<file path="src/rtl/pipe_stage_chain.sv">
// Elastic valid/ready register chain with per-stage flush-to-bubble,
// occupancy count and a saturating output-stall counter.
module pipe_stage_chain #(
  parameter  int WIDTH = 274,
  parameter  int DEPTH = 4,
  parameter  int CNT_W = 16,
  localparam int OCC_W = $clog2(DEPTH + 1)
) (
  input  logic             clk,
  input  logic             rst,
  input  logic             in_valid,
  input  logic [WIDTH-1:0] in_data,
  output logic             in_ready,
  output logic             out_valid,
  output logic [WIDTH-1:0] out_data,
  input  logic             out_ready,
  input  logic [DEPTH-1:0] flush,
  input  logic             stall_clr,
  output logic [OCC_W-1:0] occupancy,
  output logic [CNT_W-1:0] stall_cnt
);

  logic [DEPTH-1:0] valid_q, valid_d;
  logic [WIDTH-1:0] data_q [DEPTH];
  logic [WIDTH-1:0] data_d [DEPTH];
  logic [DEPTH-1:0] rdy;
  logic [DEPTH:0]   src_valid;
  logic [WIDTH-1:0] src_data [DEPTH+1];
  logic [CNT_W-1:0] stall_q, stall_d;

  // Ripple !valid[i] || rdy[i+1] written flat so no comb vector feeds itself.
  for (genvar g = 0; g < DEPTH; g++) begin : g_rdy
    assign rdy[g] = out_ready | ~(&valid_q[DEPTH-1:g]);
  end

  // src_*[i] is whatever sits upstream of stage i; index DEPTH is the output.
  assign src_valid   = {valid_q, in_valid};
  assign src_data[0] = in_data;
  for (genvar g = 0; g < DEPTH; g++) begin : g_src
    assign src_data[g+1] = data_q[g];
  end

  always_comb begin
    valid_d = valid_q;
    data_d  = data_q;
    for (int i = 0; i < DEPTH; i++) begin
      if (rdy[i]) begin
        valid_d[i] = src_valid[i];
        data_d[i]  = src_valid[i] ? src_data[i] : '0;
      end
      if (flush[i]) begin
        valid_d[i] = 1'b0;
        data_d[i]  = '0;
      end
    end
  end

  always_comb begin
    stall_d = stall_q;
    if (stall_clr) begin
      stall_d = '0;
    end else if (out_valid && !out_ready && (stall_q != {CNT_W{1'b1}})) begin
      stall_d = stall_q + CNT_W'(1);
    end
  end

  always_comb begin
    occupancy = '0;
    for (int i = 0; i < DEPTH; i++) begin
      occupancy = occupancy + OCC_W'(valid_q[i]);
    end
  end

  always_ff @(posedge clk or posedge rst) begin
    if (rst) begin
      valid_q <= '0;
      stall_q <= '0;
      for (int i = 0; i < DEPTH; i++) begin
        data_q[i] <= '0;
      end
    end else begin
      valid_q <= valid_d;
      stall_q <= stall_d;
      data_q  <= data_d;
    end
  end

  assign in_ready  = rdy[0];
  assign out_valid = src_valid[DEPTH];
  assign out_data  = src_data[DEPTH];
  assign stall_cnt = stall_q;

endmodule

</file>
<file path="config.mk">
export PLATFORM = sky130hd
export DESIGN_NAME = pipe_stage_chain
export DESIGN_NICKNAME = d
export VERILOG_FILES = /design/src/rtl/pipe_stage_chain.sv
export SDC_FILE = /design/constraint.sdc
export NUM_CORES = 2
export LEC_CHECK = 0
export BUFFER_PORTS_ARGS = -buffer_cell sky130_fd_sc_hd__buf_2
export CAP_MARGIN = 0
export CORE_ASPECT_RATIO = 0.7
export CORE_MARGIN = 10
export CORE_UTILIZATION = 55
export DETAILED_ROUTE_END_ITERATION = 16
export GPL_TIMING_DRIVEN = 0
export PLACE_DENSITY = 0.82
export SYNTH_ARGS = -nofsm -noshare
export SYNTH_HDL_FRONTEND = slang
export SYNTH_SLANG_ARGS = --single-unit
</file>
<file path="constraint.sdc">
create_clock -name clk -period 76.4 [get_ports clk]
set_clock_uncertainty 0.1 [all_clocks]
set_input_delay 0 -clock clk [delete_from_list [all_inputs] [get_ports clk]]
set_output_delay 0 -clock clk [all_outputs]
set_load 0.1 [all_outputs]
</file>
## After elaboration in Yosys (flattened, before gate mapping)

Index checks and enable logic that the tools add are counted.

| storage, ports and cells | value |
|---|---|
| register bits | 1116 |
| logic and storage cells | 55 |
| output and inout port bits | 295 |

| cells by class | value |
|---|---|
| muxes and demuxes | 22 |
| add/subtract/negate cells | 4 |
| bitwise logic cells | 8 |
| reductions and logical operators | 11 |
| eq/ne operators | 1 |

Operators by type and width:

| cell | count |
|---|---|
| 2-to-1 mux 274 bit | 12 |
| 2-to-1 mux 16 bit | 2 |
| adder 16 x 1 -> 16 bit, second input constant | 1 |
| inequality test 16 bit, second input constant | 1 |
| nonzero test 2 bit | 5 |
| 2-to-1 mux 1 bit | 8 |
| inverter 1 bit | 4 |
| bitwise OR 1 bit | 4 |
| AND reduction 4 bit | 1 |
| adder 2 x 1 -> 3 bit | 1 |
| adder 3 x 1 -> 3 bit | 1 |
| AND reduction 3 bit | 1 |
| adder 1 x 1 -> 2 bit | 1 |
| logical AND 1 bit | 2 |
| AND reduction 2 bit | 1 |
| zero test 1 bit | 1 |

## Depth between registers and ports, before layout

| depth | value |
|---|---|
| depth in word-level cells | 5 |
| gate-level depth with buffers | 8 |

## Worst setup path before layout

No wires, ideal clock.

| timing path | value |
|---|---|
| kind | reg-to-reg |
| start | register valid_q[3] |
| end | register data_q[1000] (netlist name) |
| data required time | 76179 ps |
| arrival | 2842 ps |
| path slack | 73337 ps |
| setup time | 121 ps |
| stages on the path, launching flop included | 9 |
| cells stage by stage | dfrtp_1 > nor2b_4 > buf_12 > nand3_2 > and3b_1 > buf_2 > buf_6 > buf_6 > a22o_1 |

| between the ends | value |
|---|---|
| cells in the longest elaborated chain, start to end | 4 |

RTL lines:

| item | line | RTL |
|---|---|---|
| start: declaration | 23 | `logic [DEPTH-1:0] valid_q, valid_d;` |
| start signal: assignment | 82 | `valid_q <= valid_d;` |
| AND reduction 4 bit | 33 | `assign rdy[g] = out_ready \| ~(&valid_q[DEPTH-1:g]);` |
| inverter 1 bit | 33 |  |
| bitwise OR 1 bit | 33 |  |
| named net in_ready | 13 | `output logic in_ready,` |
| nonzero test 2 bit (no line) | n/a |  |
| end signal: assignment | 84 | `data_q <= data_d;` |
| end: declaration | 24 | `logic [WIDTH-1:0] data_q [DEPTH];` |

The timed path passes the listed nets, and every way through them passes these cells.
A chain may end at the register's enable or synchronous reset.

==> run metrics <==
status=completed; capture point of the worst path=data_q[408]$_DFFE_PP0P_; Setup violations, final=0; worst-margin pin slew=1155 ps; static leakage=0.02857 uW; mean number of vias per cell=6.122; total of warnings raised by yosys=0; total number of nets in the final design=4306; area of the die=0.08734 mm^2; number of clock sinks=1116; total CTS buffers=100; most numerous cell types in the synthesized netlist=sky130_fd_sc_hd__dfrtp_1, sky130_fd_sc_hd__a22o_1, sky130_fd_sc_hd__buf_4, sky130_fd_sc_hd__buf_2, sky130_fd_sc_hd__clkbuf_1; primary flip-flop cell chosen by synthesis mapping=sky130_fd_sc_hd__dfrtp_1; WL/cell=26.81 um; area of the placeable core=0.07504 mm^2; internal power summed over all cells=936.7 uW; Die Width=349.0 um; startpoint type of the worst setup path=input port; Cell Area, Synth=0.04166 mm^2; violation count after the first detailed-route iteration=2751; max-cap check violation count=0; distinct cell type count of the synthesized netlist=48; min Tclk post-route=3134 ps; GP Congestion=0.8555; cell type with the highest aggregate area in the netlist=sky130_fd_sc_hd__dfrtp_1; insertion delay to the later sink of the worst-skew pair=680 ps; residual antenna-violating net count after detailed routing=0; All-Layer GR Usage=30.85%; Clock Power Share=45.0%; Yosys top cell area share=67.03%; Worst Hold Class=in -> reg; cell types with the largest area share after synthesis=sky130_fd_sc_hd__dfrtp_1, sky130_fd_sc_hd__a22o_1, sky130_fd_sc_hd__buf_4, sky130_fd_sc_hd__buf_2, sky130_fd_sc_hd__buf_6; count of TritonRoute iterations in the first routing pass=5; placed cell count=4407; setup slack, reg-to-reg=73310 ps; pin count of the biggest net entering global routing=140; Boundary Pins=578; initial cell density of the core=55.52%; average instance area after synthesis=14.70 um^2; total count of max-transition violations in the final report=0; via total after detailed routing=31261; y dimension of the die=250.3 um; wire length of the first global-routing pass=207.8 mm; beginning of the worst register-to-register path=valid_q[3]$_DFFE_PP0P_; Area growth syn-to-layout=30.98%; arrival time of the worst setup path=3770 ps; final core occ=72.72%; Worst-path clk slew=70 ps; largest fanout on the critical path=134; initial antenna violation count=20; Synth Instances=2834; reported net switching power=276.1 uW; net count after synthesis=3122; clock tree from TritonCTS=built; clock root buffer=sky130_fd_sc_hd__clkbuf_16; Data required, critical path=77040 ps; residual DRC count=0; worst relative slew slack=23.03%; ratio of cells with drive above 1 in the final layout=30.37%; count of H-tree levels built during CTS=3; Reg power frac=49.8%; total congestion overflow after global routing=0; endpoints failing hold=0; worst hold start=in_data[73]; sum of net half-perimeters after detailed placement=78.71 mm; number of placement rows=84; sort of element at the end of the critical path=async pin; PortBufs=576; number of synthesized flops with an enable pin=0; setup repair bufs after CTS=0; Max Freq=0.3191 GHz; final instance count without filler cells=5106; proportion of synthesized chip area in sequential cells=67.03%; Worst IR Drop VDD=0.02343 mV; most frequent cell after synthesis=sky130_fd_sc_hd__dfrtp_1; switching share of power=22.76%; capture point of the worst reg-to-reg path=data_q[353]$_DFFE_PP0P_; number of cell instances on the worst register-to-register path=7; Total Routed Length=136.9 mm; Logic pwr share=5.2%; buffer depth of the longest clock path=3; launch point of the critical path=rst; final cycle utilization of the critical path=4.102%; number of storage elements in the synthesis netlist=1116; areal power density over the cells=22.22 mW/mm^2; Synth async-reset ratio=100.0%; Post-Route Setup TNS=0 ps; setup repair after global routing missed its margin=no; start-to-end type of the worst setup path=in -> async; vias in the first global route=32766
==> critical path, cell delays in order <==
cell and delay, ps:
sky130_fd_sc_hd__dlygate4sd3_1 540, sky130_fd_sc_hd__buf_2 120, sky130_fd_sc_hd__dlygate4sd3_1 630, sky130_fd_sc_hd__inv_8 600, sky130_fd_sc_hd__buf_16 490, sky130_fd_sc_hd__buf_16 520
sky130_fd_sc_hd__buf_16 480
==> repair_timing <==
item	4_1_cts	5_1_grt
endpoints found under the setup margin	0	0
hold buffers	498	0
resized for setup	0	0
endpoints found under the hold margin	457	0
==> layer usage <==
layer  part of all wire (%)  vias to the layer above  GRT usage [%]
met4                    6.0                        6          15.97
met2                     47                     1865          49.30
met1                     38                    15928          38.94
li1                       -                    12929              -
met3                    8.8                      533          7.614
met5                  0.026                        -              0
==> worst min-delay path by stage <==
stage	to	cells past startpoint
floorplan	valid_q[1]$_DFFE_PP0P_	1
global route	data_q[918]$_DFFE_PP0P_	3
finish	data_q[895]$_DFFE_PP0P_	3
global placement	valid_q[2]$_DFFE_PP0P_	2
CTS	data_q[856]$_DFFE_PP0P_	3
detailed placement	valid_q[1]$_DFFE_PP0P_	2
==> state kept, by name (all words and copies together) (netlist names) <==
| signal | count |
|---|---|
| data_q | 822 |
| valid_q | 4 |
| out_data | 274 |
| stall_cnt | 16 |
==> metrics by stage <==
step | hold slack [ps] | setup WS [ps] | power (uW) | instance area, um^2
2_1_floorplan | -36.86 | 44880 | 636.5 | 41660
3_3_place_gp | 88.90 | 35360 | 653.5 | 45780
3_5_place_dp | 96.17 | 73470 | 654.4 | 46010
4_1_cts | 0.2197 | 73270 | 1202 | 54530
5_1_grt | -2.659 | 72900 | 1244 | 54550
6_report | 23.16 | 73270 | 1213 | 54570
==> power groups by stage <==
stage	Sequential, uW	Combinational (uW)	Clock [uW]
finish	604	63.5	545
global route	604	68.1	572
CTS	603	60.7	538
detailed placement	614	40.4	0
global placement	615	38.1	0
floorplan	613	23.0	0
==> cells in the final DEF (no fill, tap or decap), types with 7 or more instances in the layout <==
cell type / synthesis / routed
sky130_fd_sc_hd__clkbuf_1: 42 / 56
sky130_fd_sc_hd__nor2_1: 9 / 9
sky130_fd_sc_hd__dfrtp_1: 1116 / 1116
sky130_fd_sc_hd__buf_6: 29 / 29
sky130_fd_sc_hd__diode_2: 0 / 17
sky130_fd_sc_hd__a22o_1: 1096 / 1096
sky130_fd_sc_hd__clkbuf_8: 0 / 23
sky130_fd_sc_hd__nand2_1: 7 / 7
sky130_fd_sc_hd__buf_4: 275 / 275
sky130_fd_sc_hd__buf_2: 170 / 746
sky130_fd_sc_hd__inv_1: 8 / 7
sky130_fd_sc_hd__buf_16: 0 / 8
sky130_fd_sc_hd__a21oi_1: 13 / 13
sky130_fd_sc_hd__clkinv_2: 0 / 19
sky130_fd_sc_hd__bufinv_16: 0 / 12
sky130_fd_sc_hd__clkbuf_16: 0 / 101
sky130_fd_sc_hd__dlygate4sd3_1: 0 / 498
==> logic make-up (layout without fill, tap and decap cells) <==
kind of cell	after synthesis	after routing	synth area share [%]
compound gates	1124	1124	23.49
flops	1116	1116	67.03
buf+inv	528	1794	8.319
simple gates	57	57	0.8980
fa+ha+maj	5	5	0.1682
mux	3	3	0.07808
xor+xnor	1	1	0.02103
other cells	0	17	0
==> final cells by class <==
type                       count  area [um^2]
tap                          989         1237
clock inverter                46        634.4
sequential                  1116        27930
fill                        4344        20470
antenna                       17        42.54
clock buffer                 138         2897
inverter                       8        37.54
timing repair buffer        1082         8088
buffer                       520         3436
multi-input combinational   1190        10270
Note: power is estimated with default switching activity, not from simulation.
